File: src/rtl/pcm_filter_ctrl.sv
// Sequencing controller for the PCM moving-average filter: flushes the filter
// history with zeros, discards warm-up outputs, then emits decimated, tagged samples.
module pcm_filter_ctrl #(
    parameter int DATA_WIDTH  = 16,
    parameter int FIR_TAPS    = 64,
    parameter int DECIM_WIDTH = 8,
    parameter int SEQ_WIDTH   = 16
) (
    input  logic                   clk,
    input  logic                   rst_n,
    input  logic                   enable,
    input  logic [DECIM_WIDTH-1:0] decim,
    input  logic                   clear_status,
    input  logic                   up_valid,
    input  logic [DATA_WIDTH-1:0]  up_sample,
    output logic                   filt_in_valid,
    output logic [DATA_WIDTH-1:0]  filt_in_sample,
    input  logic                   filt_out_valid,
    input  logic [DATA_WIDTH-1:0]  filt_out_sample,
    output logic                   out_valid,
    output logic [DATA_WIDTH-1:0]  out_sample,
    output logic [SEQ_WIDTH-1:0]   out_seq,
    output logic [1:0]             state,
    output logic                   overrun
);

    localparam int FLUSH_W = $clog2(FIR_TAPS);
    localparam int DISC_W  = $clog2(2 * FIR_TAPS + 2);
    localparam logic [FLUSH_W-1:0] FLUSH_LAST = FLUSH_W'(FIR_TAPS - 1);
    localparam logic [DISC_W-1:0]  DISC_LAST  = DISC_W'(2 * FIR_TAPS);

    typedef enum logic [1:0] {
        ST_IDLE   = 2'd0,
        ST_FLUSH  = 2'd1,
        ST_WARMUP = 2'd2,
        ST_RUN    = 2'd3
    } state_t;

    state_t                 state_q, state_d;
    logic [FLUSH_W-1:0]     flush_cnt_q, flush_cnt_d;
    logic [DISC_W-1:0]      disc_cnt_q, disc_cnt_d;
    logic [DECIM_WIDTH-1:0] dec_r_q, dec_r_d;
    logic [DECIM_WIDTH-1:0] dec_cnt_q, dec_cnt_d;
    logic [SEQ_WIDTH-1:0]   seq_cnt_q, seq_cnt_d;
    logic                   filt_in_valid_q, filt_in_valid_d;
    logic [DATA_WIDTH-1:0]  filt_in_sample_q, filt_in_sample_d;
    logic                   out_valid_q, out_valid_d;
    logic [DATA_WIDTH-1:0]  out_sample_q, out_sample_d;
    logic [SEQ_WIDTH-1:0]   out_seq_q, out_seq_d;
    logic                   overrun_q, overrun_d;

    always_comb begin
        state_d          = state_q;
        flush_cnt_d      = flush_cnt_q;
        disc_cnt_d       = disc_cnt_q;
        dec_r_d          = dec_r_q;
        dec_cnt_d        = dec_cnt_q;
        seq_cnt_d        = seq_cnt_q;
        filt_in_valid_d  = 1'b0;
        filt_in_sample_d = '0;
        out_valid_d      = 1'b0;
        out_sample_d     = out_sample_q;
        out_seq_d        = out_seq_q;

        // A drop during FLUSH outranks a simultaneous clear.
        if (state_q == ST_FLUSH && up_valid) begin
            overrun_d = 1'b1;
        end else if (clear_status) begin
            overrun_d = 1'b0;
        end else begin
            overrun_d = overrun_q;
        end

        unique case (state_q)
            ST_IDLE: begin
                if (enable) begin
                    state_d         = ST_FLUSH;
                    dec_r_d         = (decim == '0) ? DECIM_WIDTH'(1) : decim;
                    flush_cnt_d     = '0;
                    disc_cnt_d      = '0;
                    dec_cnt_d       = '0;
                    seq_cnt_d       = '0;
                    out_seq_d       = '0;
                    filt_in_valid_d = 1'b1;
                end
            end
            ST_FLUSH: begin
                // The IDLE->FLUSH edge already issued zero write 0, so the
                // last FLUSH cycle issues nothing.
                filt_in_valid_d = (flush_cnt_q != FLUSH_LAST);
                flush_cnt_d     = flush_cnt_q + FLUSH_W'(1);
                if (filt_out_valid) disc_cnt_d = disc_cnt_q + DISC_W'(1);
                if (flush_cnt_q == FLUSH_LAST) state_d = ST_WARMUP;
            end
            ST_WARMUP: begin
                filt_in_valid_d  = up_valid;
                filt_in_sample_d = up_valid ? up_sample : '0;
                if (filt_out_valid) begin
                    if (disc_cnt_q == DISC_LAST) begin
                        state_d = ST_RUN;
                    end else begin
                        disc_cnt_d = disc_cnt_q + DISC_W'(1);
                    end
                end
            end
            ST_RUN: begin
                filt_in_valid_d  = up_valid;
                filt_in_sample_d = up_valid ? up_sample : '0;
                if (filt_out_valid) begin
                    if (dec_cnt_q == '0) begin
                        out_valid_d  = 1'b1;
                        out_sample_d = filt_out_sample;
                        out_seq_d    = seq_cnt_q;
                        seq_cnt_d    = seq_cnt_q + SEQ_WIDTH'(1);
                    end
                    dec_cnt_d = (dec_cnt_q == dec_r_q - DECIM_WIDTH'(1)) ? '0
                                : dec_cnt_q + DECIM_WIDTH'(1);
                end
            end
            default: state_d = ST_IDLE;
        endcase

        if (state_q != ST_IDLE && !enable) begin
            state_d          = ST_IDLE;
            filt_in_valid_d  = 1'b0;
            filt_in_sample_d = '0;
            out_valid_d      = 1'b0;
            out_sample_d     = out_sample_q;
            out_seq_d        = out_seq_q;
        end
    end

    always_ff @(posedge clk or negedge rst_n) begin
        if (!rst_n) begin
            state_q          <= ST_IDLE;
            flush_cnt_q      <= '0;
            disc_cnt_q       <= '0;
            dec_r_q          <= '0;
            dec_cnt_q        <= '0;
            seq_cnt_q        <= '0;
            filt_in_valid_q  <= 1'b0;
            filt_in_sample_q <= '0;
            out_valid_q      <= 1'b0;
            out_sample_q     <= '0;
            out_seq_q        <= '0;
            overrun_q        <= 1'b0;
        end else begin
            state_q          <= state_d;
            flush_cnt_q      <= flush_cnt_d;
            disc_cnt_q       <= disc_cnt_d;
            dec_r_q          <= dec_r_d;
            dec_cnt_q        <= dec_cnt_d;
            seq_cnt_q        <= seq_cnt_d;
            filt_in_valid_q  <= filt_in_valid_d;
            filt_in_sample_q <= filt_in_sample_d;
            out_valid_q      <= out_valid_d;
            out_sample_q     <= out_sample_d;
            out_seq_q        <= out_seq_d;
            overrun_q        <= overrun_d;
        end
    end

    assign filt_in_valid  = filt_in_valid_q;
    assign filt_in_sample = filt_in_sample_q;
    assign out_valid      = out_valid_q;
    assign out_sample     = out_sample_q;
    assign out_seq        = out_seq_q;
    assign state          = state_q;
    assign overrun        = overrun_q;

endmodule

File: config.mk
export PLATFORM = sky130hd
export DESIGN_NAME = pcm_filter_ctrl
export DESIGN_NICKNAME = d
export VERILOG_FILES = /design/src/rtl/pcm_filter_ctrl.sv
export SDC_FILE = /design/constraint.sdc
export NUM_CORES = 1
export LEC_CHECK = 0
export BUFFER_PORTS_ARGS = -buffer_cell sky130_fd_sc_hd__buf_2
export CAP_MARGIN = 20
export CORE_UTILIZATION = 50
export CTS_CLUSTER_SIZE = 30
export DETAILED_ROUTE_END_ITERATION = 6
export GPL_TIMING_DRIVEN = 0
export PLACE_DENSITY = 0.79
export SETUP_SLACK_MARGIN = 0.4
export SYNTH_ARGS = -nofsm -noshare
export SYNTH_HDL_FRONTEND = slang
export SYNTH_SLANG_ARGS = --single-unit
File: constraint.sdc
create_clock -name clk -period 1.8 [get_ports clk]
set_input_delay 0.18 -clock clk [delete_from_list [all_inputs] [get_ports clk]]
set_output_delay 0.18 -clock clk [all_outputs]
set_load 0.02 [all_outputs]
==> results.py <==
metrics = {
    "yosys": {
        "synth_cells": 463,
        "synthSimpleGateAreaFrac_pct": 19.8,
        "synth_compound_area_share_pct": 10.9,
        "synth_area_per_cell_sq_um": 10.3,
        "synth-adder-area-share_pct": 2.88,
        "syn-num-nets": 520,
        "synthMuxAreaShare_pct": 7.22,
        "yosysSeqAreaShare_pct": 51.8,
        "synth_top_family_by_area": "simple AND/OR/NAND/NOR gates",
        "yosys_register_bits": 99,
        "ys.flop_type": "dfrtp_1",
        "yosys.cell_types.count": 50,
        "synth-edff-count": 0,
        "synth-async-reset-ratio_pct": 100,
        "yosysWarningCount": 0,
        "netlist_area_sq_um": 4780,
        "yosys.area_share.xor_xnor_pct": 4.39,
    },
    "critical_path": {
        "slowest_stage": "dfrtp_1",
        "max_stage_delay_ns": 0.43,
        "path_class": "reg -> reg",
        "critPathLaunchType": "register",
        "crit_chain": "inv_1 > ha_1 > nand2_2 > nor4_4 > nand2_1 > a211oi_4 > mux2i_1 > o211ai_1",
        "worstSetupEndpointType": "register",
        "worstPathArrival_ns": 2.28,
        "required_ns": 2.04,
        "path_max_fanout": 4,
    },
    "global_route": {
        "grt.overflow.total": 0,
        "grt_max_degree": 65,
        "grt_pass1_vias": 4282,
        "grtUsageTotal_pct": 25.4,
        "grt_pass1_wl_microns": 20000,
        "grt_antenna_before_repair": 0,
    },
    "floorplan": {
        "die_y_microns": 99.8,
        "io_pins": 99,
        "core_sq_um": 9240,
        "die-area_sq_um": 9960,
        "start_util_pct": 51.8,
        "rows": 35,
        "die_w_microns": 99.8,
    },
    "final_layout": {
        "num_antenna_cells": 0,
        "multi_input_area_sq_um": 2760,
        "layout_commonest_cell": "buf_2",
        "final_cell_mix": "97 x buf_2, 87 x dfrtp_1, 39 x nand2_1",
        "drive_gt1_share_pct": 51.6,
        "layout.nets": 693,
        "nFillCells": 541,
        "area_delta_synth_final_pct": 47.6,
        "final_area_sq_um": 7060,
        "fin_util_pct": 76.4,
        "regArea_sq_um": 2490,
    },
    "drt": {
        "wl_microns": 13800,
        "drc": 0,
        "antenna_left": 0,
        "routed_via_density": 5.66,
        "route.vias.total": 4355,
        "wl_per_cell_microns": 17.9,
        "drtIter0Drc": 206,
        "drtPass1Iterations": 5,
    },
    "cts": {
        "clk_pin_slew_ns": 0.11,
        "numCtsBuffers": 9,
        "clockBufferDepth": 2,
        "cts.sinks": 99,
        "clock_latency_ns": 0.37,
        "cts-root-buf": "clkbuf_8",
        "htree_levels": 3,
        "cts_tree": "done",
    },
    "placed_design": {
        "dpl.hpwl_microns": 7320,
        "pre_cts_slack_ns": -0.468,
        "port_buffers": 98,
        "postPlaceCellArea_sq_um": 5680,
        "gp_congestion": 0.819,
    },
    "sta": {
        "fmax_mhz": 489,
        "layout_setup_ws_ns": -0.244,
        "finalSetupViolations": 65,
        "period_share_pct": 114,
        "holdWs_ns": 0.0122,
        "max_slew.worst_pin.slew_ns": 0.497,
        "finalCriticalPeriod_ns": 2.04,
        "rsz0062_at_grt": "true",
        "drv_slew": 0,
        "max-slew-margin-rel_pct": 66.9,
        "hold_viol_final": 0,
        "clock_skew_ns": 0.0132,
    },
    "power": {
        "peakVddDrop_uv": 829,
        "p_leak_nw": 3.36,
        "power_density_nw_per_um2": 1520,
    },
    "run_status": {
        "status": "complete, but fails checks",
        "violations": "setup timing",
    },
    "run": {
        "drv_cap": 0,
    },
    "worst_hold_path": {
        "min_path_type": "in -> reg",
    },
}
## logic make-up after synthesis
family	Yosys count
compound gates	81
xor+xnor	24
fa+ha+maj	11
buf+inv	33
flops	99
mux	28
simple gates	187
## power breakdown
group	switching (mW)	leakage [nW]	internal, mW
sequential	0.459	1.31	2.68
combinational	3.15	1.95	3.08
clock	0.843	0.0938	0.534
total	4.45	3.36	6.29
## layer usage
metal | vias up | global-route usage, % | part of all wire [%]
met5 | - | 0 | 0
met4 | 0 | 9.05 | 3.6
met3 | 42 | 4.74 | 5.8
met2 | 205 | 43.7 | 51
met1 | 2158 | 32.2 | 39
li1 | 1950 | - | -
## path summary, 6_finish.rpt
kind                                    start            endpoint  slack, ns  cells after the start
worst max-delay path            disc_cnt_q[1]            state[0]      -0.24                      8
worst min-delay path            up_sample[11]  filt_in_sample[11]       0.01                      2
worst max register to register  disc_cnt_q[1]            state[0]      -0.24                      8
worst min register to register     out_seq[7]          out_seq[7]       0.50                      2
max in group asynchronous               rst_n       disc_cnt_q[4]       0.80                      3
min in group asynchronous               rst_n          dec_r_q[3]       0.31                      2
## state kept, by name, indices dropped and copies added (netlist names)
register,count
filt_in_valid,1
flush_cnt_q,6
dec_cnt_q,8
out_sample,16
disc_cnt_q,8
filt_in_sample,16
out_seq,16
seq_cnt_q,16
state,2
dec_r_q,8
out_valid,1
overrun,1
## critical path, delay by kind of cell, from the launching register on
family                     cells  cell delay (ns)
AOI/OAI and AO/OA              2             0.45
adders and majority gates      1             0.16
muxes                          1             0.22
buffers and inverters          1             0.08
and+or+nand+nor                3             0.60
DFF                            1             0.43
## cells in the mapped netlist (all sizes together) (2+ instances only)
cell	instances	area share, %
o21ai	39	4.1
and2	18	2.4
nand4	6	1.1
and3	11	1.4
nand3	19	2.0
mux2i	3	0.63
or3	3	0.39
a21oi	8	0.84
o31ai	7	1.1
ha	11	2.9
xor2	16	2.9
nor3	9	1.2
clkbuf	16	1.3
o211ai	4	0.63
buf	4	0.68
a211oi	4	1.1
a22o	5	0.92
dfrtp	99	52
a21o	3	0.47
a31oi	3	0.39
nor2b	4	0.52
mux2	25	6.6
nor4	7	1.2
or2	2	0.26
nand2b	5	0.65
nor2	39	3.1
nand2	60	4.7
xnor2	8	1.5
nand3b	2	0.31
inv	13	1.0
## timing repair
| action | in CTS | in global routing |
|---|---|---|
| gates cloned | 6 | 0 |
| hold buffers | 2 | 0 |
| setup endpoints to repair | 95 | 99 |
| resized for setup | 116 | 83 |
| setup buffers | 37 | 18 |
| hold endpoints to repair | 36 | 0 |
| pin swaps | 53 | 39 |
## final cells by class
type / count / share of cell area (%)
Tap cell: 129 / 2.29
Buffer: 20 / 3.78
Clock buffer: 10 / 1.81
Inverter: 13 / 0.727
Multi-Input combinational cell: 331 / 39.1
Clock inverter: 6 / 0.780
Sequential cell: 99 / 35.3
Timing Repair Buffer: 162 / 16.2
## metrics by stage
| step | setup TNS (ns) | power (mW) | std cells |
|---|---|---|---|
| 3_5_place_dp | -11.86 | 6.90 | 691 |
| 2_1_floorplan | -1.86 | 5.92 | 463 |
| 5_1_grt | -11.41 | 11.3 | 770 |
| 4_1_cts | -2.75 | 9.54 | 752 |
| 3_3_place_gp | -50.27 | 6.74 | 690 |
| 6_report | -7.23 | 10.7 | 770 |
(Power assumes the default switching activity.)
